## config.mk

```make
export PLATFORM = sky130hd
export DESIGN_NAME = avalon_mm_arbiter2
export DESIGN_NICKNAME = d
export VERILOG_FILES = /design/src/rtl/avalon_arb_pkg.sv /design/src/rtl/rr_arbiter2.sv /design/src/rtl/avalon_mm_arbiter2.sv
export SDC_FILE = /design/constraint.sdc
export NUM_CORES = 1
export LEC_CHECK = 0
export BUFFER_PORTS_ARGS = -buffer_cell sky130_fd_sc_hd__buf_2
export CAP_MARGIN = 20
export CORE_ASPECT_RATIO = 0.5
export CORE_MARGIN = 3
export CORE_UTILIZATION = 47
export CTS_CLUSTER_SIZE = 12
export DETAILED_ROUTE_END_ITERATION = 6
export GPL_ROUTABILITY_DRIVEN = 0
export PLACE_DENSITY = 0.8
export SETUP_SLACK_MARGIN = 0.02
export SLEW_MARGIN = 15
export SYNTH_ARGS = -nofsm -noshare
export SYNTH_HDL_FRONTEND = slang
export SYNTH_SLANG_ARGS = --single-unit
```

## constraint.sdc

```tcl
create_clock -name clk -period 2.15 [get_ports clk]
set_clock_uncertainty 0.05 [all_clocks]
set_input_delay 0.645 -clock clk [delete_from_list [all_inputs] [get_ports clk]]
set_output_delay 0.645 -clock clk [all_outputs]
set_load 0.005 [all_outputs]
```

## src/rtl/avalon_arb_pkg.sv

```systemverilog
// Shared types and defaults for the two-master Avalon-MM arbiter.
// Latency: n/a (types only).
// Backpressure: n/a (types only).
package avalon_arb_pkg;

  typedef enum logic [1:0] {
    IDLE   = 2'd0,
    ISSUE  = 2'd1,
    RDWAIT = 2'd2
  } state_t;

  typedef logic mst_idx_t;

  localparam int ADDR_W_DEF       = 4;
  localparam int DATA_W_DEF       = 32;
  localparam int READ_LATENCY_DEF = 1;
  localparam int CNT_W            = 3;

endpackage

```

## src/rtl/rr_arbiter2.sv

```systemverilog
// Two-way round-robin grant: combinational one-hot grant plus next pointer.
// Latency: combinational, zero cycles.
// Backpressure: none; grant is only a function of the current requests.
module rr_arbiter2
  import avalon_arb_pkg::*;
(
  input  logic [1:0] req,
  input  mst_idx_t   ptr,
  input  logic       adv,
  output logic [1:0] gnt,
  output mst_idx_t   ptr_nxt
);

  always_comb begin
    gnt     = req;
    ptr_nxt = ptr;
    if (req == 2'b11) begin
      gnt = ptr ? 2'b10 : 2'b01;
    end
    // after a grant the pointer favours whichever master lost
    if (adv && (gnt != 2'b00)) begin
      ptr_nxt = gnt[0];
    end
  end

endmodule

```

## src/rtl/avalon_mm_arbiter2.sv

```systemverilog
// Two-master round-robin arbiter onto one fixed-latency Avalon-MM slave; ARB_LOCK_EN adds grant locking.
// Latency: request seen in IDLE -> slave strobe next cycle; read data READ_LATENCY+1 after strobe.
// Backpressure: waitrequest stays high except for the single accept (ISSUE) cycle of the winner.
module avalon_mm_arbiter2
  import avalon_arb_pkg::*;
#(
  parameter int ADDR_W       = ADDR_W_DEF,
  parameter int DATA_W       = DATA_W_DEF,
  parameter int READ_LATENCY = READ_LATENCY_DEF
) (
  input  logic              clk,
  input  logic              reset,
  input  logic [ADDR_W-1:0] m0_address,
  input  logic              m0_read,
  input  logic              m0_write,
  input  logic [DATA_W-1:0] m0_writedata,
  output logic              m0_waitrequest,
  output logic [DATA_W-1:0] m0_readdata,
  output logic              m0_readdatavalid,
  input  logic [ADDR_W-1:0] m1_address,
  input  logic              m1_read,
  input  logic              m1_write,
  input  logic [DATA_W-1:0] m1_writedata,
  output logic              m1_waitrequest,
  output logic [DATA_W-1:0] m1_readdata,
  output logic              m1_readdatavalid,
`ifdef ARB_LOCK_EN
  input  logic              m0_lock,
  input  logic              m1_lock,
`endif
  output logic [ADDR_W-1:0] s_address,
  output logic              s_read,
  output logic              s_write,
  output logic [DATA_W-1:0] s_writedata,
  input  logic [DATA_W-1:0] s_readdata
);

  state_t            state, state_nxt;
  mst_idx_t          ptr, ptr_nxt, win;
  logic [1:0]        req, gnt;
  logic              adv, sel_rd, sel_wr, sel_lock;
  logic [ADDR_W-1:0] sel_addr;
  logic [DATA_W-1:0] sel_wdata;
  logic [CNT_W-1:0]  cnt;

  assign req       = {m1_read | m1_write, m0_read | m0_write};
  assign sel_rd    = gnt[1] ? m1_read      : m0_read;
  assign sel_wr    = gnt[1] ? m1_write     : m0_write;
  assign sel_addr  = gnt[1] ? m1_address   : m0_address;
  assign sel_wdata = gnt[1] ? m1_writedata : m0_writedata;

`ifdef ARB_LOCK_EN
  logic lock_hold;
  assign sel_lock = gnt[1] ? m1_lock : m0_lock;
`else
  assign sel_lock = 1'b0;
`endif

  assign adv = (state == IDLE) && !sel_lock;

  rr_arbiter2 u_rr (
    .req     (req),
    .ptr     (ptr),
    .adv     (adv),
    .gnt     (gnt),
    .ptr_nxt (ptr_nxt)
  );

  always_ff @(posedge clk) begin
    if (reset) state <= IDLE;
    else       state <= state_nxt;
  end

  always_comb begin
    state_nxt = state;
    case (state)
      IDLE:    if (req != 2'b00) state_nxt = ISSUE;
      ISSUE:   state_nxt = s_read ? RDWAIT : IDLE;
      RDWAIT:  if (cnt == CNT_W'(1)) state_nxt = IDLE;
      default: state_nxt = IDLE;
    endcase
  end

  always_ff @(posedge clk) begin
    if (reset) begin
      ptr              <= 1'b0;
      win              <= 1'b0;
      cnt              <= '0;
      s_address        <= '0;
      s_writedata      <= '0;
      s_read           <= 1'b0;
      s_write          <= 1'b0;
      m0_waitrequest   <= 1'b1;
      m1_waitrequest   <= 1'b1;
      m0_readdata      <= '0;
      m1_readdata      <= '0;
      m0_readdatavalid <= 1'b0;
      m1_readdatavalid <= 1'b0;
`ifdef ARB_LOCK_EN
      lock_hold        <= 1'b0;
`endif
    end else begin
      m0_readdatavalid <= 1'b0;
      m1_readdatavalid <= 1'b0;
      case (state)
        IDLE: begin
          if (req != 2'b00) begin
            win            <= gnt[1];
            ptr            <= sel_lock ? gnt[1] : ptr_nxt;
            s_address      <= sel_addr;
            s_writedata    <= sel_wdata;
            // a write wins over a simultaneous read from the same master
            s_write        <= sel_wr;
            s_read         <= sel_rd & ~sel_wr;
            m0_waitrequest <= ~gnt[0];
            m1_waitrequest <= ~gnt[1];
`ifdef ARB_LOCK_EN
            lock_hold      <= sel_lock;
          end else if (lock_hold) begin
            ptr            <= ~ptr;
            lock_hold      <= 1'b0;
`endif
          end
        end
        ISSUE: begin
          s_read         <= 1'b0;
          s_write        <= 1'b0;
          m0_waitrequest <= 1'b1;
          m1_waitrequest <= 1'b1;
          cnt            <= CNT_W'(READ_LATENCY);
        end
        RDWAIT: begin
          cnt <= cnt - 1'b1;
          if (cnt == CNT_W'(1)) begin
            if (win) begin
              m1_readdata      <= s_readdata;
              m1_readdatavalid <= 1'b1;
            end else begin
              m0_readdata      <= s_readdata;
              m0_readdatavalid <= 1'b1;
            end
          end
        end
        default: ;
      endcase
    end
  end

endmodule

```

==> results of run 1 <==
## path summary, 6_finish.rpt
kind	startpoint	to	slack [ps]	cells past startpoint
max	state[0]$_SDFFE_PP0P_	m0_readdata[12]$_SDFFE_PP0P_	360	6
min	m1_readdata[6]$_SDFFE_PP0P_	m1_readdata[6]$_SDFFE_PP0P_	400	2
max reg2reg	state[0]$_SDFFE_PP0P_	m0_readdata[12]$_SDFFE_PP0P_	360	6
min reg2reg	m1_readdata[6]$_SDFFE_PP0P_	m1_readdata[6]$_SDFFE_PP0P_	400	2
## cell type report
type	count	area share [%]
Multi-Input combinational cell	395	34.5
Tap cell	135	2.60
Inverter	7	0.404
Clock buffer	21	7.24
Sequential cell	113	34.8
Timing Repair Buffer	230	19.5
Clock inverter	7	0.963
## through the flow
step	util, %	power [mW]	setup WS (ps)	cell area [sq um]
floorplan	-	2.73	407	4780
global placement	61.7	3.02	162	5960
detailed placement	61.7	3.04	119	5960
CTS	67.2	5.59	374	6500
global route	67.2	5.77	173	6500
finish	67.2	5.54	357	6500
## sequential cells by signal, summed over array words and instances (netlist names), 2 cells and up
| signal | count |
|---|---|
| cnt | 3 |
| m1_readdata | 32 |
| m0_readdata | 32 |
| s_writedata | 32 |
| state | 2 |
| s_address | 4 |
## where the power goes
group          total (mW)  internal [mW]  switching [mW]
Combinational       0.742          0.335           0.407
Sequential           2.26           2.20          0.0584
Clock                2.53           1.64           0.895
Total                5.54           4.17            1.36
## kinds of logic (layout without fill, tap and decap cells)
group / count (synthesis) / in the layout / share of synthesized area (%)
multiplexers: 1 / 1 / 0.209
AND/OR/NAND/NOR: 228 / 228 / 20.6
AO/OA/AOI/OAI: 161 / 161 / 24.7
adder cells (fa/ha/maj): 5 / 5 / 1.31
flip-flops: 113 / 113 / 47.3
buffers and inverters: 60 / 265 / 5.89
## cells in the final DEF (no fill, tap or decap), drive strengths merged, types with 7 or more instances in the layout
cell type	synthesis	final
o21ai	42	42
nor2	42	42
nand2	130	130
inv	7	7
clkbuf	31	21
buf	22	230
dfxtp	113	113
a21oi	68	68
nand3	39	39
a311oi	36	36
## tightest hold or removal path, cell delays in order, from the launching register on
cell and delay (ps):
dfxtp_1 300, nand2_1 50, a21oi_1 50
## metal layers
metal,share of wire [%],up-vias
met5,0,-
met4,2.6,0
met3,6.0,27
met2,49,161
met1,42,2198
li1,-,2372
==> results.md, run 1 <==
* Status: complete, no violations
* Sequential area share after synthesis at about 47%
* Cell family with most CP delay: buffers and inverters
* CTS tree: done
* P&R area growth vs syn at 36.0%
* Critical Path End Type: flop
* GR Util met1 at a little over a quarter
* Synth warnings at 0
* Slew headroom at about three quarters
* Filler-free cell count of the finished design at 908
* Clock transition at path regs at roughly 50 ps
* Critical-path cell list: inv_1, ha_1, and4bb_2, buf_4, nand2_1, a21oi_1
* Row count at 25
* Fin crit period at 1790 ps
* Longest Clk Path Bufs at 2
* Worst skew pair latency at 400 ps
* First-pass GRT wire length at 21,700 um
* Initial antenna violation count at 0
* Routed WL per cell at roughly 15 um
* Core ar. at roughly 9700 sq um
* Maxcap violations at 0
* Post-synth cell types at 43
* Cells after synthesis at 568
* CTS HTree Levels at 4
* Pin count of the biggest net entering global routing at 61
* Fillers at around 800
* Nets@finish at between 800 and 900
* Synthesized Nets at ~680
* Final Setup Violations at 0
* Mapped cell area at 4780 sq um
* Buf+Inv Stages, Crit Path at 2
* Slew of the pin with the lowest slew margin at approximately 380 ps
* Grt peak-use layer: met2
* Fmax at ~560 MHz
* Post_cts resized at 0
* Drt pass-1 iters at 5
* Hold Crit Class: flop to flop
* Synth Area per Inst at ~8.4 sq um
* Post-CTS setup buffer count at 0
* Area contributors post-synth: dfxtp_1, nand2_1, a311oi_2
* DR DRC count at 0
* Post-route setup TNS at 0 ps
* Ys async rst share at 0%
* Post-synth top cells: nand2_1, dfxtp_1, a21oi_1
* Multi-input logic area at 2240 sq um
* Routed vias/inst at 5.24
* Flip-flop and latch area at 2260 sq um
* RSZ-0062 raised after global routing: false
* Final ANT Viol Nets at 0
* Clock Sink Count at 113
* Vias in the first global route at approximately 4,500
* Total CTS buffers at 17
* Final HPWL DP at 9010 um
* Slew Limit Fails at 0
* Most common cell in the synthesized netlist: nand2_1
* Root buf cell: clkbuf_16
* Peak VDD IR at slightly above 500 uV
* Met2 Use GR at between 40% and 50%
* ANT cells at 0
* # placed instances at about 900
* Fraction of layout cells with a size suffix above 1 at 37.9%
* Initial core utilization at about half
* Hold Vio Cnt, Final at 0
* Hold_buf cts at 0
* #FFs+latches synth at about 110
* Die footprint at around 11,000 sq um
* WP data required at ~2400 ps
* GRT met3 Usage at ~5.8%
* Port buffer count at 215
* LEAKAGE at roughly 2.8 nW
* GRT Overall Usage at between 20% and 30%
* Final WL at between 10,000 and 15,000 um
* Die Width at between 100 and 150 um
* Post-synth top area share at between 40% and 50%
* DR vias at around 4,800
* Critical Path AT at between 2000 and 2500 ps
* Pwr dens at ~850 nW/um^2
* EDFF count, synth at 0
* Gr ovfl total at 0
* Main synth FF type: dfxtp_1
* Startpoint types: flop
* I/O pins at approximately 220
* Die height at around 77 um
* Crit path kind: flop to flop
* WHS at 398 ps
* DR iter-0 viols at approximately 340
* Max Fanout on Critical Path at 32
* Period utilization at a little over four fifths
* Crit-path slowest cell: ha_1
* Worst path max stage delay at 370 ps
* Cell taking the most area after synthesis: dfxtp_1
Note: power is estimated with default switching activity, not from simulation.
==> inputs of run 2 (changes only) <==
- ABC_AREA: unset -> 1
- clock period: 2.15 -> 1.75 ns (I/O delays scaled with it)
==> run 2 against run 1 <==
Net effect:
- non-clock buffer count is 2 lower
- via count is 1.0% lower
- maximum frequency is 13% higher
- sequential share of layout area is 0.80 points lower
- flip-flop and latch count stayed put
- highest routed layer unchanged
- sequential power is 23% higher
- largest power group unchanged
- combinational power is 28% higher
- wire length is 7.1% lower
- critical path type unchanged
- global-route usage is 1.6 points lower
==> results.md, run 2 <==
* Critical Path AT at ~1900 ps
* Main synth FF type: dfxtp_1
* Row count at 25
* Worst Setup SP: state[0]$_SDFFE_PP0P_
* Most common cell after layout, fill and taps aside: buf_2
* First-pass GRT wire length at 20,500 um
* Root buf cell: clkbuf_16
* Sequential area share after synthesis at around 47%
* Vias in the first global route at about 4,400
* Slew headroom at just over 80%
* Hold Vio Cnt, Final at 0
* RR Startpoint: state[0]$_SDFFE_PP0P_
* RSZ-0062 raised after global routing: false
* Hold Startpoint: s_readdata[16]
* Peak VDD IR at 865 uV
* Die Width at ~150 um
* EDFF count, synth at 0
* Post-route setup TNS at 0 ps
* ANT cells at 0
* Total CTS buffers at 17
* Status: complete, no violations
* Longest Clk Path Bufs at 2
* Routed WL per cell at around 12 um
* Post-synth cell types at 23
* Hold Path Depth at 3
* Routed vias/inst at around 4.6
* # placed instances at 991
* Design Area, Final at 6650 sq um
* Gr ovfl total at 0
* Fmax at between 600 and 700 MHz
* Max Fanout on Critical Path at 65
* Hold Crit Class: input pin to flop
* CTS tree: done
* Pwr dens at 1160 nW/um^2
* Worst Reg-to-Reg Cells at 6
* Fraction of layout cells with a size suffix above 1 at 32.4%
* Most frequent cells in the layout: buf_2, nand2_1, dfxtp_1
* Worst skew pair latency at slightly below 400 ps
* Nets@finish at between 900 and 1,000
* Post-synth top area share at roughly 47%
* Post-Place Cell Area at just under 6000 sq um
* Synthesized Nets at 784
* Hold_buf cts at 0
* Post-synth top cells: nand2_1, dfxtp_1, inv_1
* GRT Overall Usage at 21.5%
* Die height at roughly 77 um
* Area contributors post-synth: dfxtp_1, nand2_1, inv_1
* Core ar. at a little under 10,000 sq um
* #FFs+latches synth at 113
* Fin crit period at 1580 ps
* R2r setup slk at 170 ps
* DR iter-0 viols at just under 200
* LEAKAGE at between 3 and 4 nW
* Most common cell in the synthesized netlist: nand2_1
* I/O pins at approximately 220
* WP data required at 2020 ps
* DR DRC count at 0
* Port buffer count at between 200 and 250
* Cells after synthesis at 669
* Die footprint at roughly 12,000 sq um
* Initial antenna violation count at 0
* Cell taking the most area after synthesis: dfxtp_1
* Clock Sink Count at 113
* Slew of the pin with the lowest slew margin at between 200 and 300 ps
* P&R area growth vs syn at 38.6%
* CTS HTree Levels at 4
* Drt pass-1 iters at 4
* Final HPWL DP at roughly 8600 um
* Post-CTS setup buffer count at 0
* Hold Path End: m1_readdata[16]$_SDFFE_PP0P_
* Startpoint types: flop
* Clock transition at path regs at approximately 60 ps
* Final ANT Viol Nets at 0
* Final Setup Violations at 0
* Slew Limit Fails at 0
* DR vias at about 4,700
* Critical Path End Type: flop
* Post_cts resized at 0
* Pin count of the biggest net entering global routing at 70
* Biggest regs: m0_readdata x32, m1_readdata x32, s_writedata x32
* Synth warnings at 0
* Crit path kind: flop to flop
* Period utilization at 90.5%
* Final WL at 12,500 um
* Maxcap violations at 0
* Filler-free cell count of the finished design at between 1,000 and 1,500
* Reg-to-Reg End: m1_readdata[5]$_SDFFE_PP0P_
* Initial core utilization at a little under 50%
* Mapped cell area at 4800 sq um
* Ys async rst share at 0%
* Synth Area per Inst at between 7 and 8 sq um
-- run 2: changes by cell type after synthesis, moves of 4 or more --
cell and change:
inv_1 +102, a311oi_2 -30, o21ai_0 +30, nor2_1 +21
nor2_2 +20, clkbuf_1 -16, a311oi_1 -6, nand2_1 -5
buf_4 +4
-- run 2: worst max-delay path by stage --
stage / endpoint
3_3_place_gp: s_writedata[15]$_SDFFE_PP0P_
2_1_floorplan: s_writedata[11]$_SDFFE_PP0P_
3_5_place_dp: s_writedata[26]$_SDFFE_PP0P_
6_report: m1_readdata[5]$_SDFFE_PP0P_
4_1_cts: m1_readdata[29]$_SDFFE_PP0P_
5_1_grt: m1_readdata[4]$_SDFFE_PP0P_
-- run 2: through the flow --
step	hold slack [ps]	worst slack [ps]	power, mW	utilization [%]
5_1_grt	361	35.3	8.02	68.6
6_report	363	166	7.71	68.6
3_5_place_dp	380	81.8	3.79	61.5
3_3_place_gp	378	55.1	3.77	61.5
2_1_floorplan	386	271	3.44	-
4_1_cts	350	150	7.77	68.6
-- run 2: cells by family after synthesis --
logic type | Yosys count | synth area share, %
adder cells (fa/ha/maj) | 5 | 1.30
flip-flops | 113 | 47.2
buffers and inverters | 152 | 13.7
AO/OA/AOI/OAI | 142 | 14.9
AND/OR/NAND/NOR | 257 | 22.9
-- run 2: cell type report --
class | instances | area, sq um
fill | 830 | 3050
inverter | 111 | 417
sequential | 113 | 2260
timing repair buffer | 228 | 1240
multi-input combinational | 404 | 1880
tap | 135 | 169
clock buffer | 19 | 453
clock inverter | 13 | 231
-- run 2: routing by layer --
metal / part of all wire (%) / routed length, um / track usage, %
met5: 0 / 0 / 0
met4: 2.6 / 326 / 7.85
met3: 6.8 / 848 / 6.24
met2: 48 / 5950 / 37.1
met1: 43 / 5370 / 25.6
-- run 2: critical path: stages (launching register included) --
cell and delay (ps):
dfxtp_1 370, inv_1 80, ha_1 290, nand4_1 180
buf_12 260, o21ai_0 130, a21oi_1 150
-- run 2: power breakdown --
part	switching, mW	internal [mW]
combinational	0.538	0.416
clock	1.21	2.75
sequential	0.0781	2.71
==> inputs of run 3 (changes only) <==
- CORE_UTILIZATION: 47 -> 43
- PLACE_DENSITY: 0.8 -> 0.77
- clock period: 1.75 -> 1.41 ns (I/O delays scaled with it)
==> run 3 against run 2 <==
Net effect:
- the run now ends with negative setup slack left
- critical endpoint is now m0_readdata[19]$_SDFFE_PP0P_
- maximum frequency rose by 7.6%
- first-iteration DRC count rose by 93%
- final area rose by 10%
==> results.md, run 3 (synthesized netlist as in run 2, its figures left out) <==
* Die height at between 80 and 90 um
* Crit-path slowest cell: dfxtp_2
* Worst Reg-to-Reg Cells at 8
* R2r setup slk at -60 ps
* I/O pins at 216
* Hold Startpoint: s_readdata[31]
* RR Startpoint: cnt[1]$_SDFFE_PP0P_
* Final WL at roughly 14,000 um
* Design Area, Final at 7330 sq um
* Nets@finish at 1,016
* Status: complete, but fails checks
* Root buf cell: clkbuf_16
* Post-Place Cell Area at about 6200 sq um
* Worst skew pair latency at ~400 ps
* Fin crit period at 1470 ps
* Total CTS buffers at 17
* Critical Path End Type: flop
* Failing checks: negative setup slack
* RSZ-0062 raised after global routing: true
* DR iter-0 viols at roughly 380
* Drt pass-1 iters at 4
* Biggest regs: m0_readdata x32, m1_readdata x32, s_writedata x32
* Initial antenna violation count at 0
* Gr ovfl total at 0
* Pin count of the biggest net entering global routing at 37
* Post-route setup TNS at -122 ps
* LEAKAGE at roughly 3.7 nW
* Most common cell after layout, fill and taps aside: buf_2
* Period utilization at 104%
* Maxcap violations at 0
* Port buffer count at 215
* Reg-to-Reg End: m0_readdata[19]$_SDFFE_PP0P_
* Vias in the first global route at between 4,000 and 5,000
* Tot Pwr at approximately 9.1 mW
* ANT cells at 0
* Core ar. at around 11,000 sq um
* Cell family with most CP delay: buffers and inverters
* Slew Limit Fails at 0
* Peak VDD IR at between 900 and 1000 uV
* Hold_buf cts at 0
* Final ANT Viol Nets at 0
* Slew headroom at 85.1%
* Routed vias/inst at about 4.7
* Critical Path AT at 1710 ps
* CTS tree: done
* CTS HTree Levels at 4
* Final WS setup at -61.8 ps
* Fillers at between 800 and 900
* Fraction of layout cells with a size suffix above 1 at between 40% and 50%
* Final Setup Violations at 7
* Critical-path cell list: inv_2, ha_4, buf_4, nand3_4, buf_12, buf_16, o21ai_1, a21oi_1
* Max Fanout on Critical Path at 13
* Initial core utilization at 45.5%
* Buf+Inv Stages, Crit Path at 4
* Hold Path End: m0_readdata[31]$_SDFFE_PP0P_
* WP data required at 1650 ps
* Die Width at approximately 160 um
* Hold Crit Class: input pin to flop
* GRT Overall Usage at between 20% and 30%
* Startpoint types: flop
* Longest Clk Path Bufs at 2
* Hold Path Depth at 3
* Crit path kind: flop to flop
* Pwr dens at roughly 1200 nW/um^2
* P&R area growth vs syn at 52.7%
* Clock Sink Count at 113
* First-pass GRT wire length at about 21,000 um
* Most frequent cells in the layout: buf_2, nand2_1, inv_1
* Slew of the pin with the lowest slew margin at around 220 ps
* DR DRC count at 0
* DR vias at between 4,000 and 5,000
* Clock transition at path regs at about 60 ps
* Fmax at 679 MHz
* Worst path max stage delay at between 300 and 400 ps
* Hold Vio Cnt, Final at 0
* CP Depth at 8
* Routed WL per cell at 13.5 um
* Final HPWL DP at 8890 um
* Die footprint at ~13,000 sq um
* Row count at 26
## run 3: changes by cell type in the layout (fill, tap and decap cells not counted), sizes merged
cell      delta
buf         +24
clkbuf       +5
clkinvlp     -1
bufinv       -4
clkinv       +1
## run 3: layout make-up
class,instances,area (sq um),area share (%)
clock inverter,9,105,1.43
clock buffer,22,484,6.61
sequential,113,2280,31.1
timing repair buffer,254,1660,22.6
inverter,111,424,5.79
tap,140,175,2.39
multi-input combinational,404,2210,30.1
## run 3: per-stage QoR
stage	hold WS [ps]	cells	worst slack (ps)	util, %
after floorplan	386	669	-29.5	-
after CTS	242	1051	8.86	66.9
final	250	1053	-61.8	69.5
after detailed placement	380	1010	-166	58.4
after global routing	250	1053	-95.7	69.5
after global placement	377	1010	-114	58.4
## run 3: repair_timing
action,4_1_cts,5_1_grt
endpoints found under the setup margin,82,78
hold endpoints to repair,0,0
pin swaps,3,4
gates cloned,5,2
setup buffers,5,1
resized for setup,57,95
## run 3: power breakdown
part           internal, mW  total (mW)  switching [mW]  leakage, nW
Combinational         0.639        1.40           0.760         2.46
Sequential             3.37        3.47           0.101        0.925
Clock                  2.77        4.25            1.48        0.292
Total                  6.78        9.12            2.34         3.67
## run 3: tightest hold or removal path: cells and delay by family
| family | cells | cell delay, ps |
|---|---|---|
| buffers and inverters | 1 | 100 |
| AOI/OAI and AO/OA | 2 | 140 |
## run 3: worst max-delay path by stage
stage | start | end | slack, ps
final | cnt[1]$_SDFFE_PP0P_ | m0_readdata[19]$_SDFFE_PP0P_ | -60
after global routing | cnt[1]$_SDFFE_PP0P_ | m0_readdata[19]$_SDFFE_PP0P_ | -100
after CTS | state[0]$_SDFFE_PP0P_ | m0_readdata[20]$_SDFFE_PP0P_ | 9
after detailed placement | m0_read | s_read$_SDFFE_PP0P_ | -170
after global placement | m0_read | s_write$_SDFFE_PP0P_ | -110
after floorplan | state[0]$_SDFFE_PP0P_ | m1_readdata[16]$_SDFFE_PP0P_ | -30
## run 3: routing by layer
layer  share of wire [%]  routed length (um)  GRT usage, %
met1                  43                6150          24.6
met2                  49                7000          37.5
met3                 5.9                 842          5.11
met4                 1.8                 258          7.86
met5                   0                   0             0
